## config.mk

```make
export PLATFORM = sky130hd
export DESIGN_NAME = uart_tx_flat
export DESIGN_NICKNAME = d
export VERILOG_FILES = /design/src/rtl/uart_tx_if.sv /design/src/rtl/uart_tx.sv /design/src/flat_wrapper.sv
export SDC_FILE = /design/constraint.sdc
export NUM_CORES = 1
export LEC_CHECK = 0
export ABC_AREA = 1
export CAP_MARGIN = 20
export CORE_UTILIZATION = 45
export CTS_BUF_LIST = sky130_fd_sc_hd__clkbuf_8
export DETAILED_ROUTE_END_ITERATION = 10
export DONT_BUFFER_PORTS = 1
export GPL_ROUTABILITY_DRIVEN = 0
export PLACE_DENSITY = 0.57
export SYNTH_ARGS = -nofsm -noshare
export SYNTH_HDL_FRONTEND = slang
export SYNTH_SLANG_ARGS = --single-unit
export TNS_END_PERCENT = 20
```

## constraint.sdc

```tcl
create_clock -name i_clk -period 2.87 [get_ports i_clk]
set_clock_uncertainty 0.1 [all_clocks]
set_input_delay 0.4305 -clock i_clk [delete_from_list [all_inputs] [get_ports i_clk]]
set_output_delay 0.4305 -clock i_clk [all_outputs]
set_load 0.02 [all_outputs]
```

## src/rtl/uart_tx_if.sv

```systemverilog
// Byte handshake between a producer and the UART transmitter.
// Combinational bundle, no storage.
// Producer drives valid/data; transmitter drives ready.
interface uart_tx_if;
   logic       i_tx_valid;
   logic [7:0] i_tx_data;
   logic       o_tx_ready;

   modport master (
      output i_tx_valid,
      output i_tx_data,
      input  o_tx_ready
   );

   modport slave (
      input  i_tx_valid,
      input  i_tx_data,
      output o_tx_ready
   );
endinterface

```

## src/rtl/uart_tx.sv

```systemverilog
// UART transmitter, 8 data bits, no parity, 1 or 2 stop bits, LSB first, fed by a small byte FIFO.
// Latency: start bit begins on the first baud tick at least one cycle after a byte is accepted.
// Backpressure: o_tx_ready drops when the FIFO holds FIFO_DEPTH bytes; producer holds valid/data.
module uart_tx #(
   parameter int FIFO_DEPTH = 4,
   parameter int STOP_BITS  = 1
) (
   input  logic                          i_clk,
   input  logic                          i_rst_n,
   input  logic                          i_signal,
   uart_tx_if.slave                      tx,
   output logic                          o_stx,
   output logic                          o_busy,
   output logic [$clog2(FIFO_DEPTH):0]   o_fifo_count
);

   localparam int AW = $clog2(FIFO_DEPTH);
   localparam int CW = AW + 1;

   typedef enum logic [1:0] {
      IDLE  = 2'd0,
      START = 2'd1,
      DATA  = 2'd2,
      STOP  = 2'd3
   } state_t;

   state_t        state;
   logic [7:0]    shift;
   logic [2:0]    bit_cnt;
   logic          stop_cnt;

   logic [7:0]    mem [FIFO_DEPTH];
   logic [AW-1:0] wr_ptr;
   logic [AW-1:0] rd_ptr;

   logic          push;
   logic          pop;
   logic          fifo_nempty;
   logic          last_stop;
   logic [7:0]    head;

   // Ready is a pure function of the stored count, so a full FIFO refuses a byte even in a pop cycle.
   assign tx.o_tx_ready = (o_fifo_count < CW'(FIFO_DEPTH));
   assign push          = tx.i_tx_valid & tx.o_tx_ready;
   assign fifo_nempty   = (o_fifo_count != '0);
   assign head          = mem[rd_ptr];

   // With a single stop bit every STOP tick is the last one; otherwise the second one is.
   assign last_stop = (STOP_BITS == 1) || stop_cnt;

   // A byte leaves the FIFO on the tick that starts its frame (from IDLE or straight after the last stop bit).
   // The count is registered, so a byte written this cycle cannot be popped until the next one.
   always_comb begin
      pop = 1'b0;
      if (i_signal && fifo_nempty) begin
         if (state == IDLE)
            pop = 1'b1;
         else if (state == STOP && last_stop)
            pop = 1'b1;
      end
   end

   // FIFO storage: written on accept, no reset needed since the count gates every read.
   always_ff @(posedge i_clk) begin
      if (push)
         mem[wr_ptr] <= tx.i_tx_data;
   end

   // FIFO pointers and occupancy; pointers wrap naturally because the depth is a power of two.
   always_ff @(posedge i_clk or negedge i_rst_n) begin
      if (!i_rst_n) begin
         wr_ptr       <= '0;
         rd_ptr       <= '0;
         o_fifo_count <= '0;
      end else begin
         if (push)
            wr_ptr <= wr_ptr + 1'b1;
         if (pop)
            rd_ptr <= rd_ptr + 1'b1;
         case ({push, pop})
            2'b10:   o_fifo_count <= o_fifo_count + 1'b1;
            2'b01:   o_fifo_count <= o_fifo_count - 1'b1;
            default: o_fifo_count <= o_fifo_count;
         endcase
      end
   end

   // Frame sequencer: every line level is set on a baud tick and held until the next one.
   always_ff @(posedge i_clk or negedge i_rst_n) begin
      if (!i_rst_n) begin
         state    <= IDLE;
         o_stx    <= 1'b1;
         o_busy   <= 1'b0;
         shift    <= '0;
         bit_cnt  <= '0;
         stop_cnt <= 1'b0;
      end else if (i_signal) begin
         case (state)
            IDLE: begin
               if (fifo_nempty) begin
                  state  <= START;
                  shift  <= head;
                  o_stx  <= 1'b0;
                  o_busy <= 1'b1;
               end else begin
                  o_stx  <= 1'b1;
               end
            end
            START: begin
               state   <= DATA;
               o_stx   <= shift[0];
               shift   <= {1'b0, shift[7:1]};
               bit_cnt <= '0;
            end
            DATA: begin
               if (bit_cnt == 3'd7) begin
                  state    <= STOP;
                  o_stx    <= 1'b1;
                  stop_cnt <= 1'b0;
               end else begin
                  o_stx   <= shift[0];
                  shift   <= {1'b0, shift[7:1]};
                  bit_cnt <= bit_cnt + 1'b1;
               end
            end
            STOP: begin
               if (!last_stop) begin
                  stop_cnt <= 1'b1;
               end else if (fifo_nempty) begin
                  // Next frame starts immediately: no idle bit between frames.
                  state <= START;
                  shift <= head;
                  o_stx <= 1'b0;
               end else begin
                  state  <= IDLE;
                  o_busy <= 1'b0;
               end
            end
            default: begin
               state  <= IDLE;
               o_stx  <= 1'b1;
               o_busy <= 1'b0;
            end
         endcase
      end
   end

endmodule

```

## src/flat_wrapper.sv

```systemverilog
// flat-port wrapper written by rule: the top's interface ports become plain ports
module uart_tx_flat 
#(
   parameter int FIFO_DEPTH = 4,
   parameter int STOP_BITS  = 1
)
  (i_clk, i_rst_n, i_signal, o_stx, o_busy, o_fifo_count, tx_i_tx_valid, tx_i_tx_data, tx_o_tx_ready);
  uart_tx_if tx_i ();
  input  logic i_clk;
  input  logic i_rst_n;
  input  logic i_signal;
  output logic o_stx;
  output logic o_busy;
  output logic [$clog2(FIFO_DEPTH):0] o_fifo_count;
  input wire logic [$bits(tx_i.i_tx_valid)-1:0] tx_i_tx_valid;
  input wire logic [$bits(tx_i.i_tx_data)-1:0] tx_i_tx_data;
  output wire logic [$bits(tx_i.o_tx_ready)-1:0] tx_o_tx_ready;
  assign tx_i.i_tx_valid = tx_i_tx_valid;
  assign tx_i.i_tx_data = tx_i_tx_data;
  assign tx_o_tx_ready = tx_i.o_tx_ready;
  uart_tx #(.FIFO_DEPTH(FIFO_DEPTH), .STOP_BITS(STOP_BITS)) u_core (.i_clk(i_clk), .i_rst_n(i_rst_n), .i_signal(i_signal), .tx(tx_i), .o_stx(o_stx), .o_busy(o_busy), .o_fifo_count(o_fifo_count));
endmodule
```

== Word level (Yosys, flattened, before mapping) ==
Memories as Yosys holds them, arrays and structs flattened.
Index checks and enable logic that the tools add are counted.
Widths: inputs -> output; s select.

* Bits in registers: 22
* Bits in writable memories: 32
* Bits of input ports: 12
* Output and inout port bits: 6
* Logic and storage cells: 62
* Memories kept: 1

{| class="wikitable"
|+ Memory list
! memory !! words !! width !! read ports !! clocked after memory_dff !! wr ports !! RTL line !! source
|-
| u_core.mem || 4 || 8 || 1 || 0 || 1 || uart_tx.sv:32 || <nowiki>logic [7:0] mem [FIFO_DEPTH];</nowiki>
|}

* Add/subtract/negate cells: 5
* Magnitude comparators: 1
* Eq/ne operators: 12
* Mux-type cells: 22
* Bitwise gates (word level): 1
* Reduce and logical (&&, ||, !) cells: 12

{| class="wikitable"
|+ Operators by type and width
! kind !! number
|-
| $pmux 8 s3 || 1
|-
| $mux 8 || 2
|-
| $pmux 3 s2 || 2
|-
| $mux 1 || 11
|-
| $reduce_and 3->1 || 3
|-
| $ne 2x1->1 const B || 4
|-
| $pmux 2 s4 || 1
|-
| $add 3x1->3 const B || 2
|-
| $eq 2x2->1 const B || 3
|-
| $reduce_bool 2->1 || 3
|-
| $add 2x1->2 const B || 2
|-
| $eq 2x1->1 const B || 2
|-
| $mux 2 || 2
|-
| $ne 2x2->1 const B || 2
|-
| $pmux 1 s4 || 1
|-
| $reduce_and 4->1 || 1
|-
| $eq 3x3->1 const B || 1
|-
| $lt 3x3->1 const B || 1
|-
| $mux 3 || 1
|-
| $reduce_bool 3->1 || 1
|-
| $sub 3x1->3 const B || 1
|-
| $logic_not 2->1 || 1
|-
| $pmux 1 s2 || 1
|-
| $reduce_and 2->1 || 1
|-
| other kinds (3) || 3
|}

== Logic depth before layout (Yosys ltp) ==
* Depth after elaboration: 6
* Depth in mapped cells: 11
* Mapped depth without buffers: 11

== Least setup slack after synthesis ==
No wires, ideal clock.

* Path kind: flip-flop to flip-flop
* Start: reg u_core.state[0]
* End: reg u_core.o_fifo_count[2]
* Library setup time: 131 ps
* Data arrival time: 2029 ps
* Required time: 2639 ps
* Slack: 610 ps
* Cell stages (with the launch flop): 12
* Path buffers: 0
* Period minus slack after synthesis: 2260 ps
* Path through: dfrtp_1 -> inv_1 -> ha_1 -> nor2_1 -> nand2_1 -> inv_1 -> ha_1 -> inv_1 -> fa_1 -> a21oi_1 -> o21ai_0 -> xor2_1

* Cells in the longest elaborated chain, start to end: 6
* Elaborated cells between the ends (all ways): 9
* Those cells by class: eq/ne: 3; mux: 4; reduce/logical: 2

{| class="wikitable"
|+ RTL lines
! what !! RTL line !! source
|-
| start, declared || uart_tx.sv:27 || <nowiki>state_t state;</nowiki>
|-
| start signal, assigned || uart_tx.sv:91 || <nowiki>state <= IDLE;</nowiki>
|-
| start signal, assigned || uart_tx.sv:101 || <nowiki>state <= START;</nowiki>
|-
| start signal, assigned || uart_tx.sv:110 || <nowiki>state <= DATA;</nowiki>
|-
| $eq 2x2->1 || uart_tx.sv:58 || <nowiki>else if (state == STOP && last_stop)</nowiki>
|-
| $mux 1 || uart_tx.sv:58 ||
|-
| $mux 1 * || uart_tx.sv:56 || <nowiki>if (state == IDLE)</nowiki>
|-
| $mux 1 * || uart_tx.sv:55 || <nowiki>if (i_signal && fifo_nempty) begin</nowiki>
|-
| named net u_core.pop || uart_tx.sv:37 || <nowiki>logic pop;</nowiki>
|-
| $eq 2x1->1 or $eq 2x2->1 (tied branches) || uart_tx.sv:80 || <nowiki>case ({push, pop})</nowiki>
|-
| $pmux 3 s2 or $reduce_bool 2->1 (tied branches) || - ||
|-
| end signal, assigned || uart_tx.sv:81 || <nowiki>2'b10: o_fifo_count <= o_fifo_count + 1'b1;</nowiki>
|-
| end signal, assigned || uart_tx.sv:82 || <nowiki>2'b01: o_fifo_count <= o_fifo_count - 1'b1;</nowiki>
|-
| end signal, assigned || uart_tx.sv:83 || <nowiki>default: o_fifo_count <= o_fifo_count;</nowiki>
|-
| end, declared || uart_tx.sv:14 || <nowiki>output logic [$clog2(FIFO_DEPTH):0] o_fifo_count</nowiki>
|}

The timed path passes the listed nets; every way through them passes the cells marked *.
A chain may end at the register's enable or synchronous reset.

== Worst setup path after layout ==
Same ends and word-level chain as after synthesis.

==> flow_summary_export.csv <==
group,metric,value,unit
sta,fmax,0.408,GHz
route,drc,0,
clocking,cts_sinks,54,
synthesis,synth-seq-area-share,0.594,
power,powerDensity,1040,mW/mm^2
clocking,clk_latency,0.30,ns
die,die_y,77.2,um
cells_and_area,syn_to_final_growth,10.2,%
cells_and_area,final_common_cell,"nand2_1",
sta,rsz0062_at_grt,"no",
worst_setup_path,path_buf_inv,3,
sta,setup_viol,0,
synthesis,syn-num-nets,286,
cells_and_area,fill_cells,534,
worst_setup_path,worstSetupPathType,"reg -> reg",
synthesis,ys_types,25,
clocking,cts_buffer_depth,2,
place,dp_hpwl,2900,um
die,initial_core_util,0.465,
route,vias,1625,
worst_setup_path,crit_chain,"inv_1 -> ha_1 -> nor2_1 -> nand2_1 -> inv_1 -> ha_1 -> inv_1 -> fa_1 -> a21oi_1 -> o21ai_0 -> xor2_1",
route,wl,4400,um
place,dpl.cell_count,332,
die,rows,27,
synthesis,synth_top_area_share,0.377,
worst_setup_path,critPathArrivalTime,2.53,ns
synthesis,ys_seq_elements,54,
worst_setup_path,cpMostUsedCell,"inv_1",
place,portBuffers,0,
sta,tightest_slew,0.786,ns
worst_setup_path,critPathRequiredTime,2.95,ns
sta,hold_viol_final,0,
worst_setup_path,startpoint,"u_core.state[0]",
die,core-area,0.00547,mm^2
worst_setup_path,crit_path_end_kind,"register",
synthesis,yosysTopAreaCell,"edfxtp_1",
grt,grt_max_degree,27,
cells_and_area,mostFrequentLayoutCells,"nand2_1, edfxtp_1, inv_1",
power,total_power,0.00292,W
die,io_pins,18,
worst_setup_path,cp_top_family,"adder cells",
worst_setup_path,start_kind,"register",
cells_and_area,antenna_cells,0,
clocking,cts_made_buffers,5,
grt,antenna_found_initial,0,
sta,slew_headroom,0.476,
cells_and_area,drive_gt1_frac,0.111,
synthesis,synth_area,0.00255,mm^2
synthesis,syn_area_per_cell,9.76,um^2
worst_setup_path,slowest_delay,0.42,ns
route,wire_per_inst,12.9,um
status,status,"finished clean",
grt,grt_pass1_vias,1643,
die,die-area,0.00596,mm^2
clocking,clk_pin_slew,0.10,ns
route,postRouteAntennaNets,0,
worst_setup_path,slowest_stage,"dfrtp_1",
power,peakVddDrop,402,uV
clocking,htreeDepth,2,
synthesis,synthTopCellsByArea,"edfxtp_1, dfrtp_1, nand2_1, ha_1, nand3_1",
grt,track_usage,0.168,
sta,fin_tns_setup,0,ns
route,viasPerCell,4.75,
route,drtIter0Drc,69,
sta,min_period_over_period,0.853,
clocking,ctsHoldBuffers,1,
synthesis,yosys_warnings,0,
clocking,cts_root_buf,"clkbuf_8",
clocking,post_cts_buffers,0,
grt,grt.overflow.total,0,
sta,finalMaxSlewViolations,0,
grt,grt_pass1_wl,7710,um
hold_path,hp-class,"in -> reg",
power,p_leak,1.29,nW
worst_setup_path,r2r-start,"u_core.state[0]",
clocking,cts_resized,0,
synthesis,synthCells,261,
cells_and_area,final_nets,294,
hold_path,hp-start,"tx_i_tx_data[5]",
die,fp.dieW,77.2,um
route,drt-pass1-iter-count,4,
job,maxCapViolations,0,
cells_and_area,final_cells,342,
sta,period_needed,2.45,ns
clocking,cts_tree,"yes",
worst_setup_path,cp_max_fo,5,
==> per-stage QoR <==
stage          worst slack, ns  area [um^2]  hold slack (ns)   util
2_1_floorplan            0.610         2550           0.0349      -
3_3_place_gp             0.499         2630           0.0358  0.481
3_5_place_dp             0.444         2630           0.0357  0.481
4_1_cts                  0.426         2780            0.108  0.508
5_1_grt                  0.146         2810           0.0980  0.513
6_report                 0.422         2810            0.118  0.513
==> layer usage <==
metal | global-route usage | part of all wire | vias up
met5 | 0 | 0 | -
li1 | - | - | 843
met4 | 0.0509 | 0.0098 | 0
met1 | 0.208 | 0.46 | 754
met2 | 0.296 | 0.50 | 24
met3 | 0.0310 | 0.028 | 4
==> final timing paths <==
path	end	slack, ns	cells after the start
max in group asynchronous	u_core.wr_ptr[1]	1.87	2
setup reg to reg	u_core.o_fifo_count[2]	0.42	11
min in group asynchronous	u_core.bit_cnt[2]	0.38	1
hold / removal	u_core.mem[0][5]	0.12	0
setup / recovery	u_core.o_fifo_count[2]	0.42	11
hold reg to reg	u_core.bit_cnt[2]	0.38	2
==> logic make-up after synthesis <==
logic type      share of synthesized area
simple gates                        0.227
flops                               0.594
buf+inv                            0.0624
compound gates                     0.0359
fa+ha+maj                          0.0668
xor+xnor                           0.0138
==> power breakdown <==
part           switching (W)  internal, W
Combinational       0.000652     0.000396
Sequential          0.000230      0.00105
Clock               0.000243     0.000349
==> cell type report <==
class | count | area (um^2) | share of cell area
clock buffers | 5 | 68.8 | 0.0245
clock inverters | 3 | 68.8 | 0.0245
inverters | 31 | 116 | 0.0415
multi-input cells | 170 | 875 | 0.312
flip-flops and latches | 54 | 1510 | 0.539
well taps | 72 | 90.1 | 0.0321
repair buffers | 7 | 75.1 | 0.0267
==> sequential cells by signal, indices dropped and copies added, names as in the netlist, 2 cells and up <==
register,count
u_core.shift,8
u_core.mem,32
u_core.rd_ptr,2
u_core.o_fifo_count,3
u_core.state,2
u_core.bit_cnt,3
u_core.wr_ptr,2
==> cell usage after synthesis, drive strengths merged <==
library cell,count
inv,31
nor2,28
o21ai,9
edfxtp,32
ha,12
a21oi,7
o211ai,1
xor2,3
or2,6
nand2,80
dfstp,1
fa,1
nand3,22
dfrtp,21
buf,6
xnor2,1
(Power assumes the default switching activity.)
